**config.mk**
```make
export PLATFORM = sky130hd
export DESIGN_NAME = stream_pool_layer
export DESIGN_NICKNAME = d
export VERILOG_FILES = /design/src/rtl/pool_pkg.sv /design/src/rtl/pool_accum_buf.sv /design/src/rtl/stream_pool_layer.sv
export SDC_FILE = /design/constraint.sdc
export NUM_CORES = 1
export LEC_CHECK = 0
export ABC_CLOCK_PERIOD_IN_PS = 4550
export CAP_MARGIN = 20
export CORE_UTILIZATION = 30
export DETAILED_ROUTE_END_ITERATION = 8
export PLACE_DENSITY_LB_ADDON = 0.2
export SKIP_CTS_REPAIR_TIMING = 1
export SLEW_MARGIN = 20
export SYNTH_ARGS = -nofsm -noshare
export SYNTH_HDL_FRONTEND = slang
export SYNTH_SLANG_ARGS = --single-unit
export TNS_END_PERCENT = 20
```
**constraint.sdc**
```tcl
create_clock -name clk -period 4.55 [get_ports clk]
set_input_delay 1.1375 -clock clk [delete_from_list [all_inputs] [get_ports clk]]
set_output_delay 1.1375 -clock clk [all_outputs]
set_load 0.02 [all_outputs]
```
**src/rtl/pool_pkg.sv**
```systemverilog
// Shared types and parameter helpers for the streaming pooling layer.
// Accumulator width and average shift are derived from DATA_W and POOL.
package pool_pkg;

    typedef enum logic {
        POOL_MAX = 1'b0,
        POOL_AVG = 1'b1
    } pool_mode_e;

    function automatic int acc_width(input int data_w, input int pool);
        return data_w + 2 * $clog2(pool);
    endfunction

    function automatic int avg_shift(input int pool);
        return 2 * $clog2(pool);
    endfunction

    function automatic bit is_pow2(input int v);
        return (v > 0) && ((v & (v - 1)) == 0);
    endfunction

    function automatic bit params_ok(
        input int img_w,
        input int img_h,
        input int pool
    );
        return is_pow2(pool) && (pool >= 2) &&
               (img_w >= pool) && (img_h >= pool) &&
               (img_w % pool == 0) && (img_h % pool == 0);
    endfunction

endpackage

```
**src/rtl/pool_accum_buf.sv**
```systemverilog
// Line buffer of per-window accumulators, one entry per window column.
// Same-index read and write each cycle; contents need no reset.
module pool_accum_buf
    import pool_pkg::*;
#(
    parameter int ACC_W = 36,
    parameter int DEPTH = 2,
    localparam int IDX_W = (DEPTH > 1) ? $clog2(DEPTH) : 1
) (
    input  logic             clk,
    input  logic [IDX_W-1:0] idx,
    input  logic             wr_en,
    input  logic [ACC_W-1:0] wr_data,
    output logic [ACC_W-1:0] rd_data
);

    logic [ACC_W-1:0] mem [DEPTH];

    assign rd_data = mem[idx];

    // Store the updated partial window result
    always_ff @(posedge clk) begin
        if (wr_en) begin
            mem[idx] <= wr_data;
        end
    end

endmodule

```
**src/rtl/stream_pool_layer.sv**
```systemverilog
// Streaming max/average pooling over non-overlapping POOLxPOOL windows.
// Counters, frame mode latch, output register and handshake live here.
module stream_pool_layer
    import pool_pkg::*;
#(
    parameter int DATA_W = 32,
    parameter int IMG_W  = 4,
    parameter int IMG_H  = 4,
    parameter int POOL   = 2
) (
    input  logic              clk,
    input  logic              rst,
    input  logic              mode,
    input  logic              in_valid,
    output logic              in_ready,
    input  logic [DATA_W-1:0] in_data,
    output logic              out_valid,
    input  logic              out_ready,
    output logic [DATA_W-1:0] out_data,
    output logic              frame_done
);

    localparam int ACC_W = acc_width(DATA_W, POOL);
    localparam int SHIFT = avg_shift(POOL);
    localparam int PW    = $clog2(POOL);
    localparam int NWIN  = IMG_W / POOL;
    localparam int IDX_W = (NWIN > 1) ? $clog2(NWIN) : 1;
    localparam int CW    = $clog2(IMG_W);
    localparam int RW    = $clog2(IMG_H);

    generate
        if (!params_ok(IMG_W, IMG_H, POOL)) begin : g_bad_params
            $error("stream_pool_layer: illegal IMG_W/IMG_H/POOL");
        end
    endgenerate

    logic [CW-1:0]    col;
    logic [RW-1:0]    row;
    pool_mode_e       mode_q;
    pool_mode_e       frame_mode;
    logic             accept;
    logic             first_px;
    logic             last_px;
    logic             frame_first;
    logic             frame_last;
    logic [IDX_W-1:0] win_idx;
    logic [ACC_W-1:0] entry;
    logic [ACC_W-1:0] px_ext;
    logic [ACC_W-1:0] combined;
    logic [DATA_W-1:0] result;

    assign in_ready = !out_valid || out_ready;
    assign accept   = in_valid && in_ready;

    assign first_px = (col[PW-1:0] == '0) &&
                      (row[PW-1:0] == '0);
    assign last_px  = (col[PW-1:0] == '1) &&
                      (row[PW-1:0] == '1);

    assign frame_first = (col == '0) && (row == '0);
    assign frame_last  = (col == CW'(IMG_W - 1)) &&
                         (row == RW'(IMG_H - 1));

    // Pixel (0,0) uses the live pin; the rest of the frame the latch
    assign frame_mode = frame_first ? pool_mode_e'(mode) : mode_q;

    assign win_idx = IDX_W'(col >> PW);
    assign px_ext  = {{(ACC_W - DATA_W){in_data[DATA_W-1]}}, in_data};

    pool_accum_buf #(
        .ACC_W (ACC_W),
        .DEPTH (NWIN)
    ) u_buf (
        .clk     (clk),
        .idx     (win_idx),
        .wr_en   (accept),
        .wr_data (combined),
        .rd_data (entry)
    );

    // Merge the incoming pixel into its window's accumulator
    always_comb begin
        combined = px_ext;
        if (!first_px) begin
            if (frame_mode == POOL_AVG) begin
                combined = entry + px_ext;
            end else if ($signed(entry) > $signed(px_ext)) begin
                combined = entry;
            end
        end
    end

    // Final window value: floor-divide the sum, or pass the max through
    always_comb begin
        result = combined[DATA_W-1:0];
        if (frame_mode == POOL_AVG) begin
            result = DATA_W'($signed(combined) >>> SHIFT);
        end
    end

    // Raster position of the next accepted pixel
    always_ff @(posedge clk) begin
        if (rst) begin
            col <= '0;
            row <= '0;
        end else if (accept) begin
            if (col == CW'(IMG_W - 1)) begin
                col <= '0;
                if (row == RW'(IMG_H - 1)) begin
                    row <= '0;
                end else begin
                    row <= row + 1'b1;
                end
            end else begin
                col <= col + 1'b1;
            end
        end
    end

    // Capture the pooling mode once per frame
    always_ff @(posedge clk) begin
        if (rst) begin
            mode_q <= POOL_MAX;
        end else if (accept && frame_first) begin
            mode_q <= pool_mode_e'(mode);
        end
    end

    // Output register: a new result wins over draining the old one
    always_ff @(posedge clk) begin
        if (rst) begin
            out_valid  <= 1'b0;
            out_data   <= '0;
            frame_done <= 1'b0;
        end else if (accept && last_px) begin
            out_valid  <= 1'b1;
            out_data   <= result;
            frame_done <= frame_last;
        end else if (out_valid && out_ready) begin
            out_valid  <= 1'b0;
            frame_done <= 1'b0;
        end
    end

endmodule

```
### After elaboration in Yosys (flattened, before gate mapping)

Memory sizes are Yosys's and may differ from the RTL's. A register that Yosys moved wholly into a read port is not among the register bits.
Index checks and enable logic that the tools add are counted.

* $add $sub $neg: 3
* $lt $le $gt $ge: 1
* eq/ne operators: 2
* multiplexer cells: 14
* bitwise gates (word level): 2
* reductions and logical operators: 14

Operator list (count)
* 34-bit two-way mux: 3
* 34-bit adder: 1
* 34-bit by 32-bit greater-than comparator with 1-bit output: 1
* 32-bit two-way mux: 1
* 1-bit logical AND: 8
* 1-bit two-way mux: 8
* 2-bit by 1-bit adder with 2-bit output, second input constant: 2
* 2-bit == test, second input constant: 2
* 2-bit zero test: 2
* 2-bit two-way mux: 2
* 1-bit NOT: 2
* 2-bit AND reduction: 1
* 2-bit nonzero test: 1
* 1-bit zero test: 1
* 1-bit logical OR: 1

* bits in registers: 39
* memory bits (writable): 68
* input bits: 37
* output and inout port bits: 35
* logic and storage cells: 43
* memories kept: 1

Memories
* u_buf.mem: depth 2, width 34, read ports 1, clocked after memory_dff 1, write ports 1, RTL line pool_accum_buf.sv:17 `logic [ACC_W-1:0] mem [DEPTH];`

### Logic depth before layout (Yosys ltp)

Gate-level depths: netlist (run 1).

* word-level depth: 6
* depth in mapped cells: 18
* depth with buffers taken out: 14

### Modules after synthesis

Synthesis (run 1) repeated with hierarchy kept, for this count alone.

* cells, all modules: 870
* area total of the unflattened synthesis: 8087.8 um^2

Modules (own cells, without submodules)
* stream_pool_layer: times used 1, cells an instance 762, area an instance 5479.0 um^2, sequential area each 780.7 um^2
* pool_accum_buf: times used 1, cells an instance 108, area an instance 2608.8 um^2, sequential area each 2042.0 um^2

### Least setup slack after synthesis (run 1)

No wires, ideal clock.

* kind: register to register
* from: register with a tool-made name
* to: memory u_buf.mem[0][11] in the netlist's numbering (data pin)
* arrival time: 4337 ps
* setup slack: -65 ps
* cell stages (with the launch flop): 17
* path buffers: 6
* period minus slack after synthesis: 4615 ps
* path through: dfxtp_1 > clkbuf_1 > buf_1 > buf_1 > mux2_2 > ha_1 > buf_6 > a21o_1 > a21oi_2 > a21oi_1 > or4_4 > o31ai_1 > a21oi_1 > nor3_4 > buf_2 > buf_2 > a221oi_1

RTL lines (RTL line)
* to (decl): pool_accum_buf.sv:17

### Worst setup path in the final report (run 1)

* from: input port in_data[19]
* to: register out_data[16]

* longest elaborated chain between the ends: 5

RTL lines
* from (decl): RTL line stream_pool_layer.sv:16 `input logic [DATA_W-1:0] in_data,`
* 34-bit by 32-bit greater-than comparator with 1-bit output: RTL line stream_pool_layer.sv:87 `end else if ($signed(entry) > $signed(px_ext)) begin`
* 34-bit two-way mux: RTL line stream_pool_layer.sv:87
* 34-bit two-way mux: RTL line stream_pool_layer.sv:85 `if (frame_mode == POOL_AVG) begin`
* 34-bit two-way mux: RTL line stream_pool_layer.sv:84 `if (!first_px) begin`
* 32-bit two-way mux: RTL line stream_pool_layer.sv:96 `if (frame_mode == POOL_AVG) begin`
* to (signal assigned): RTL line stream_pool_layer.sv:137 `out_data <= result;`
* to (decl): RTL line stream_pool_layer.sv:19 `output logic [DATA_W-1:0] out_data,`

No other way between the ends.
A chain may end at the register's enable or synchronous reset.

==> results of run 1 <==
## routing by layer
layer	vias up	track usage, %
li1	3769	-
met1	3893	30.1
met2	308	36.9
met3	54	3.89
met4	0	7.72
met5	-	0
## how the worst max path moves through the flow
| stage | endpoint | cells past startpoint | from | slack, ps |
|---|---|---|---|---|
| after floorplan | u_buf.mem[0][11] | 16 | flop | 90 |
| after global placement | out_data[21] | 15 | in_data[3] | -330 |
| after detailed placement | out_data[21] | 16 | in_data[15] | -390 |
| after CTS | out_data[21] | 16 | in_data[15] | -10 |
| after global routing | out_data[16] | 16 | in_data[19] | 20 |
| final | out_data[16] | 16 | in_data[19] | 100 |
## flip-flops by register name (all words and copies together), names as in the netlist, named ones only
name,cells
row,2
mode_q,1
u_buf.mem,68
frame_done,1
col,2
out_valid,1
out_data,32
## cells in the final DEF, fill, tap and decap left out, types with 6 or more instances in the layout
master           instances
ha_4                    17
edfxtp_1                68
xnor2_1                 19
buf_12                   6
a221o_1                  8
a311oi_1                 9
a211oi_1                12
o211ai_1                11
buf_4                  193
o2bb2ai_1                6
or3_1                    6
a21oi_1                 71
xor2_1                   6
clkdlybuf4s50_1         55
inv_2                   15
nand3b_1                 8
dlymetal6s2s_1          16
o21ai_0                 34
nor2_1                  72
o31ai_1                  7
o21bai_1                 9
dfxtp_1                 39
nor3_1                  18
clkbuf_16               10
nand4_1                 13
inv_1                   57
mux2_2                  27
ha_1                    54
nor2b_1                  6
a22oi_1                 10
a21o_1                  22
o221ai_1                 7
mux2i_1                 11
nand3_1                 18
nor4_1                   6
nand2_1                 49
or2_2                    7
## cells by family (layout without fill, tap and decap cells)
logic type,Yosys count,in the layout
AND/OR/NAND/NOR,241,241
multiplexers,39,39
AO/OA/AOI/OAI,276,276
adder cells (fa/ha/maj),72,72
flip-flops,108,108
buffers and inverters,116,361
XOR/XNOR,25,25
## power by group
part / internal [mW] / switching, mW
sequential: 1.12 / 0.0140
combinational: 0.738 / 0.907
clock: 0.396 / 0.453
total: 2.26 / 1.37
## critical path: cells and delay by family
family	cells	cell delay, ps
adders and majority gates	1	240
buffers and inverters	6	1200
and+or+nand+nor	3	620
AOI/OAI and AO/OA	6	1530
## layout make-up
class,count,area share (%)
Clock inverter,7,0.723
Timing Repair Buffer,272,20.9
Clock buffer,9,2.00
Inverter,73,2.44
Multi-Input combinational cell,653,44.9
Sequential cell,108,25.3
Tap cell,335,3.73
==> results.toml, run 1 <==
[clock_tree]
numCtsBuffers = 9
cts_sinks = 108
cts_max_level = 3
tritoncts = "done"
clock_path_buffers = 2
clk_pin_slew_ps = 90
insertion_delay_ps = 380
root_buffer = "clkbuf_16"

[timing]
worst_pin_slew_ps = 731
finalSetupViolations = 0
fin_worst_skew_ps = 10.3
max_clock_freq_ghz = 0.225
worst_slack_ps = 97.0
fin_hold_ws_ps = 471
rsz0062_at_grt = "no"
max-slew-margin-rel_pct = 50.3
finalMaxSlewViolations = 0
tns_ps = 0
min_period_over_period_pct = 97.9
hold_violations = 0
min_period_ps = 4450

[global_route]
antenna_found_initial = 0
grt_pass1_wl_mm = 46.8
grt_start_max_net_pins = 37
first_global_vias = 7872
grt_usage_pct = 22.6
overflow = 0

[setup_path]
cp-start-kind = "input pin"
path_common_cell = "buf_4"
worstSetupEndpointType = "flop"
crit_path_cell_trace = "clkdlybuf4s50_1 -> inv_2 -> ha_4 -> a21oi_2 -> o21bai_1 -> a21o_1 -> or4_4 -> buf_4 -> o31a_4 -> nor3_2 -> buf_4 -> nor3_4 -> buf_4 -> buf_4 -> a221o_1 -> a2111oi_2"
reg2reg_slack_ps = 160
worstPathArrival_ps = 4720
crit_path_top_delay_cell = "clkdlybuf4s50_1"
worstReg2RegEnd = "out_data[16]"
crit_path_max_incr_delay_ps = 520
crit_type = "input pin to flop"
required_ps = 4820
rr_worst_depth = 16
critPathMaxFanout = 5

[cells_and_area]
fill_cells = 2574
seq_area_um2 = 2840
syn_to_final_growth_pct = 39.9
diodes = 0
drive_above_1_share_pct = 29.2
instances_no_fill = 1457
multi_input_area_um2 = 5050
finalInstanceArea_um2 = 11200
post-route-util_pct = 42.9
fin_nets = 1226

[synth]
syn_inst = 877
yosysSeqAreaShare_pct = 35.4
muxShareOfSynthArea_pct = 5.27
ys.flop_type = "edfxtp_1"
synthAdderAreaFrac_pct = 11.3
syn_nets = 986
synth_area_leaders = "edfxtp_1 25%, ha_1 11%, dfxtp_1 10%"
synthArstFlopShare_pct = 0
synth_top_family_by_area = "compound AO/OA/AOI/OAI gates"
synth-xor-area-share_pct = 2.72
yosys.area_share.simple_pct = 15.1
synth_commonest_cells = "76 x a21oi_1, 76 x nor2_1, 71 x ha_1, 71 x inv_1, 68 x edfxtp_1"
syn_avg_cell_area_um2 = 9.17
synth_top_area_share_pct = 25.4
yosysTopAreaCell = "edfxtp_1"
yosys.cell_types.count = 85
syn-cell-area_um2 = 8040
synth_warnings = 0
synth-compound-area-share_pct = 24.4
synth_edf_count = 68
ys_ff_latch = 108

[min_path]
holdPathStages = 2
hold_end = "out_data[1]"
hold_path_startpoint = "out_data[1]"
holdCritPathClass = "flop to flop"

[drt]
wirelength_mm = 31.7
wl_per_cell_um = 21.7
dr.pass1.iters = 9
antenna_left = 0
drtIter0Drc = 614
drcViolationCount = 2
wl_met3_mm = 1.96
topRoutingLayerUsed = "met4"
wl_met2_mm = 14.7
vias_per_cell = 5.51
m1WireLength_mm = 14.1
vias = 8024

[floorplan]
boundaryPins = 72
die_h_um = 166
rows = 59
core-area_um2 = 26200
die_area_um2 = 27500
dieWidth_um = 166
start_util_pct = 30.7

[power]
p_total_mw = 3.63
p_leak_nw = 4.67
p_per_area_nw_per_um2 = 323
irDropWorstVdd_mv = 0.162

[place]
placed_cell_area_um2 = 10500
place_congestion = 0.946
place_hpwl_mm = 23.7
numPlacedInstances = 1434
pre_cts_ws_ps = -387
portBuffers = 71

[run]
max-cap-violations = 0

[status]
violations = "design-rule violations"
outcome = "finished with violations"
(Power assumes the default switching activity.)
==> run 2: changes to the inputs <==
Settings changed: ABC_CLOCK_PERIOD_IN_PS 4550 to 4000, HOLD_SLACK_MARGIN from default to 0.08.
Clock period 4.55 ns to 4 ns, I/O delays scaled along.
==> run 2 against run 1 <==
Net effect: the flow still finishes with violations (design-rule violations); cell area up 7.4%; critical path depth fell by 1; via count grew 0.67%; register-to-register slack worse by 50 ps; flip-flop and latch count stayed put; clock-buffer cell count unchanged; combinational power up 26%; first-iteration DRC count up 2.4%; cell count up 4.9%; global-route usage is 0.25 points higher; non-clock buffer count rose by 71; routed wire length rose by 0.11%; critical endpoint is now out_data[17]; highest routed layer unchanged.
==> results.toml, run 2 (synthesis results as in run 1) <==
[timing]
min_period_ps = 3890
hold_violations = 0
min_period_over_period_pct = 97.4
worst_slack_ps = 105
finalSetupViolations = 0
fin_worst_skew_ps = 9.71
worst_pin_slew_ps = 756
rsz0062_at_grt = "yes"
max_clock_freq_ghz = 0.257
max-slew-margin-rel_pct = 48.3
finalMaxSlewViolations = 0

[clock_tree]
clk_pin_slew_ps = 80
insertion_delay_ps = 370
tritoncts = "done"
clock_path_buffers = 2
cts_sinks = 108
root_buffer = "clkbuf_16"
numCtsBuffers = 9
cts_max_level = 3

[setup_path]
worstPathArrival_ps = 4160
cp-start-kind = "flop"
critPathMaxFanout = 7
crit_path_top_delay_cell = "or4_4"
crit_family = "compound AO/OA/AOI/OAI gates"
cp_num_buf_inv = 4
crit_path_max_incr_delay_ps = 550
worstSetupEndpointType = "flop"
crit_path_cell_trace = "buf_12 -> mux2_4 -> ha_4 -> a21o_1 -> a21oi_2 -> a21oi_1 -> or4_4 -> o31a_4 -> buf_6 -> o21ai_4 -> buf_12 -> nand2_8 -> buf_6 -> a221o_1 -> o221a_2"
crit_type = "flop to flop"
required_ps = 4260

[floorplan]
dieWidth_um = 166
die_area_um2 = 27500
boundaryPins = 72
die_h_um = 166
start_util_pct = 30.7
core-area_um2 = 26200
rows = 59

[drt]
drcViolationCount = 9
vias = 8078
antenna_left = 0
wl_per_cell_um = 20.7
drtIter0Drc = 629
wirelength_mm = 31.7
vias_per_cell = 5.28
dr.pass1.iters = 7

[place]
placed_cell_area_um2 = 11100
place_hpwl_mm = 24.5
portBuffers = 71
pre_cts_ws_ps = -677
place_congestion = 0.929

[status]
outcome = "finished with violations"
violations = "design-rule violations"

[power]
p_leak_nw = 5.18
p_per_area_nw_per_um2 = 366
irDropWorstVdd_mv = 0.173

[cells_and_area]
largest_reg_flops = 68
fin_nets = 1298
diodes = 0
drive_above_1_share_pct = 35.1
final_cell_mix = "255 x buf_4, 70 x nor2_1, 69 x a21oi_1"
layout_commonest_cell = "buf_4"
regMostFlops = "u_buf.mem"
fill_cells = 2511
finalInstanceArea_um2 = 12100
syn_to_final_growth_pct = 50.3
top_regs = "u_buf.mem x68, out_data x32"

[global_route]
grt_start_max_net_pins = 37
grt_usage_pct = 22.9
first_global_vias = 8113
antenna_found_initial = 0
overflow = 0
grt_pass1_wl_mm = 47.5

[run]
max-cap-violations = 0

[min_path]
holdCritPathClass = "flop to flop"
==> run 2: cell types whose count changed in the layout (fill, tap and decap cells not counted), moves of 3 or more <==
cell,delta
mux2_4,+10
nor3_1,-3
buf_4,+62
clkdlybuf4s50_1,-6
mux2i_1,-4
dlymetal6s2s_1,+6
buf_6,+3
mux2i_2,+3
mux2_2,-10
buf_12,+5
==> run 2: path summary, 6_finish.rpt <==
kind                             startpoint  slack, ps           end  cells after the start
worst max-delay path                   flop        110  out_data[17]                     15
worst min-delay path            out_data[1]        470   out_data[1]                      2
worst max register to register         flop        110  out_data[17]                     15
worst min register to register  out_data[1]        470   out_data[1]                      2
==> run 2: layer usage <==
metal	vias to the layer above	part of all wire (%)	GRT usage, %
met1	3915	47	31.1
met5	-	0	0
li1	3917	-	-
met4	0	2.6	7.48
met3	49	3.7	2.65
met2	197	47	37.7
==> run 2: tightest hold or removal path, cell delays in order, from the launching register on <==
cell     delay [ps]
dfxtp_1         320
nand2_1          50
a21oi_1          60
==> run 2: power breakdown <==
group / switching [mW] / internal [mW]
Clock: 0.479 / 0.562
Combinational: 1.07 / 1.01
Sequential: 0.0200 / 1.28
==> run 2: cell type report <==
type / instances / area (um2) / share of cell area [%]
clock buffers: 9 / 225 / 1.86
well taps: 335 / 419 / 3.47
clock inverters: 7 / 105 / 0.870
inverters: 73 / 274 / 2.27
repair buffers: 343 / 2990 / 24.7
multi-input cells: 654 / 5230 / 43.3
flip-flops and latches: 108 / 2850 / 23.6
==> run 2: metrics by stage <==
| step | power [mW] | util (%) | setup TNS [ps] | std cells | hold WS (ps) |
|---|---|---|---|---|---|
| CTS | 4.26 | 43.6 | -14380 | 1519 | 474 |
| global placement | 3.21 | 42.3 | -49120 | 1503 | 452 |
| detailed placement | 3.21 | 42.3 | -52160 | 1503 | 462 |
| floorplan | 2.27 | - | 0 | 877 | 453 |
| global route | 4.65 | 46.1 | -45.1 | 1529 | 491 |
| finish | 4.42 | 46.1 | 0 | 1529 | 469 |
==> run 3: changes to the inputs <==
Settings changed: MAX_ROUTING_LAYER from default to met4.
==> run 3 against run 2 <==
Net effect: the run still ends with design-rule violations left; non-clock buffer count rose by 2; setup slack got worse by 85 ps; clock skew decreased by 0.61 ps; critical path depth stayed put; first-iteration DRC count rose by 7.9%; total power shrank 3.2%; sequential share of layout area rose by 0.20 points; clock-buffer cell count up 1; sequential power about the same; clock power is 12% lower; combinational power is essentially flat; global-route usage rose by 0.34 points; critical endpoint is now out_data[23]; largest cell class unchanged.
==> results.toml, run 3 (synthesis results as in run 1) <==
[power]
power.internal_mw = 2.71
p_per_area_nw_per_um2 = 357
pwr-share-seq_pct = 30.3
p_leak_nw = 5.11
netSwitchingPower_mw = 1.57
irDropWorstVdd_mv = 0.198
pwr-share-clk_pct = 21.5
combPwrFrac_pct = 48.2
switching_share_pct = 36.7

[floorplan]
start_util_pct = 30.7
core-area_um2 = 26200
die_h_um = 166
rows = 59
boundaryPins = 72
dieWidth_um = 166
die_area_um2 = 27500

[timing]
fin_worst_skew_ps = 9.10
max-slew-margin-rel_pct = 36.2
min_period_ps = 3980
rsz0062_at_grt = "yes"
min_period_over_period_pct = 99.5
hold_violations = 0
finalSetupViolations = 0
worst_slack_ps = 20.4
finalMaxSlewViolations = 0
max_clock_freq_ghz = 0.251
worst_pin_slew_ps = 954

[setup_path]
worstSetupEndpointType = "flop"
reg2reg_slack_ps = 20
rr_worst_depth = 15
crit_end = "out_data[23]"
cp-start-kind = "flop"
critPathMaxFanout = 7
worstReg2RegEnd = "out_data[23]"
crit_type = "flop to flop"
worstPathArrival_ps = 4230
required_ps = 4250

[cells_and_area]
fill_cells = 2494
fin_nets = 1300
drive_above_1_share_pct = 35.3
seq_area_um2 = 2850
layout_commonest_cell = "buf_4"
syn_to_final_growth_pct = 49.0
diodes = 0
regMostFlops = "u_buf.mem"
finalInstanceArea_um2 = 12000
top_regs = "u_buf.mem x68, out_data x32"
largest_reg_flops = 68
final_cell_mix = "261 x buf_4, 71 x nor2_1, 69 x a21oi_1"
multi_input_area_um2 = 5200

[clock_tree]
clock_path_buffers = 2
clk_pin_slew_ps = 90
tritoncts = "done"
cts_sinks = 108
insertion_delay_ps = 370
root_buffer = "clkbuf_16"
cts_max_level = 3
numCtsBuffers = 9

[drt]
wirelength_mm = 31.7
vias_per_cell = 5.36
drtIter0Drc = 679
antenna_left = 0
drcViolationCount = 9
wl_per_cell_um = 20.7
vias = 8205
dr.pass1.iters = 7

[place]
place_congestion = 0.962
portBuffers = 71
placed_cell_area_um2 = 11000
place_hpwl_mm = 24.3
pre_cts_ws_ps = -750

[global_route]
antenna_found_initial = 0
first_global_vias = 8048
grt_pass1_wl_mm = 46.8
overflow = 0
grt_start_max_net_pins = 37
grt_usage_pct = 23.2

[status]
outcome = "finished with violations"
violations = "design-rule violations"

[run]
max-cap-violations = 0

[min_path]
holdPathStages = 2
holdCritPathClass = "flop to flop"
## run 3: cell count changes in the layout (fill, tap and decap cells not counted), moves of 3 or more
| cell | before | now |
|---|---|---|
| buf_12 | 11 | 8 |
| buf_4 | 255 | 261 |
| mux2_2 | 17 | 21 |
| mux2_4 | 10 | 6 |
## run 3: critical path, stage by stage, from the launching register on
cell	delay, ps
dfxtp_4	400
buf_12	130
buf_8	130
mux2_4	340
ha_4	250
nand4_1	170
or4_4	170
o32ai_2	70
or4_4	530
o31a_4	410
nor3_4	250
nor3_4	80
buf_12	160
buf_12	120
a221o_1	350
a221o_1	290
## run 3: cell type report
type	count	area share [%]
tap	335	3.50
multi-input combinational	654	43.4
timing repair buffer	345	24.7
clock buffer	10	1.91
inverter	73	2.29
clock inverter	6	0.459
sequential	108	23.7
## run 3: power by group through the flow
stage / registers (mW) / clock network [mW] / logic, mW
2_1_floorplan: 1.32 / 0 / 0.956
3_3_place_gp: 1.32 / 0 / 1.88
3_5_place_dp: 1.32 / 0 / 1.88
4_1_cts: 1.29 / 0.938 / 1.89
5_1_grt: 1.30 / 0.976 / 2.22
6_report: 1.30 / 0.920 / 2.06
## run 3: worst min-delay path by stage
stage	start	endpoint	slack, ps
2_1_floorplan	row[1]	row[1]	450
3_3_place_gp	out_data[1]	out_data[1]	460
3_5_place_dp	out_data[1]	out_data[1]	450
4_1_cts	out_data[1]	out_data[1]	460
5_1_grt	row[1]	row[1]	520
6_report	out_data[1]	out_data[1]	460
## run 3: metrics by stage
step | hold WS [ps] | power, mW | cells | setup TNS [ps] | util, %
2_1_floorplan | 453 | 2.27 | 877 | 0 | -
3_3_place_gp | 455 | 3.20 | 1501 | -50730 | 42.2
3_5_place_dp | 454 | 3.20 | 1501 | -51330 | 42.2
4_1_cts | 465 | 4.12 | 1517 | -13650 | 43.2
5_1_grt | 515 | 4.49 | 1531 | -308 | 45.7
6_report | 462 | 4.28 | 1531 | 0 | 45.7
## run 3: metal layers
layer | track usage [%] | part of all wire (%)
met5 | - | 0
met4 | 6.70 | 3.0
met3 | 3.73 | 5.0
met2 | 37.3 | 46
met1 | 30.0 | 46
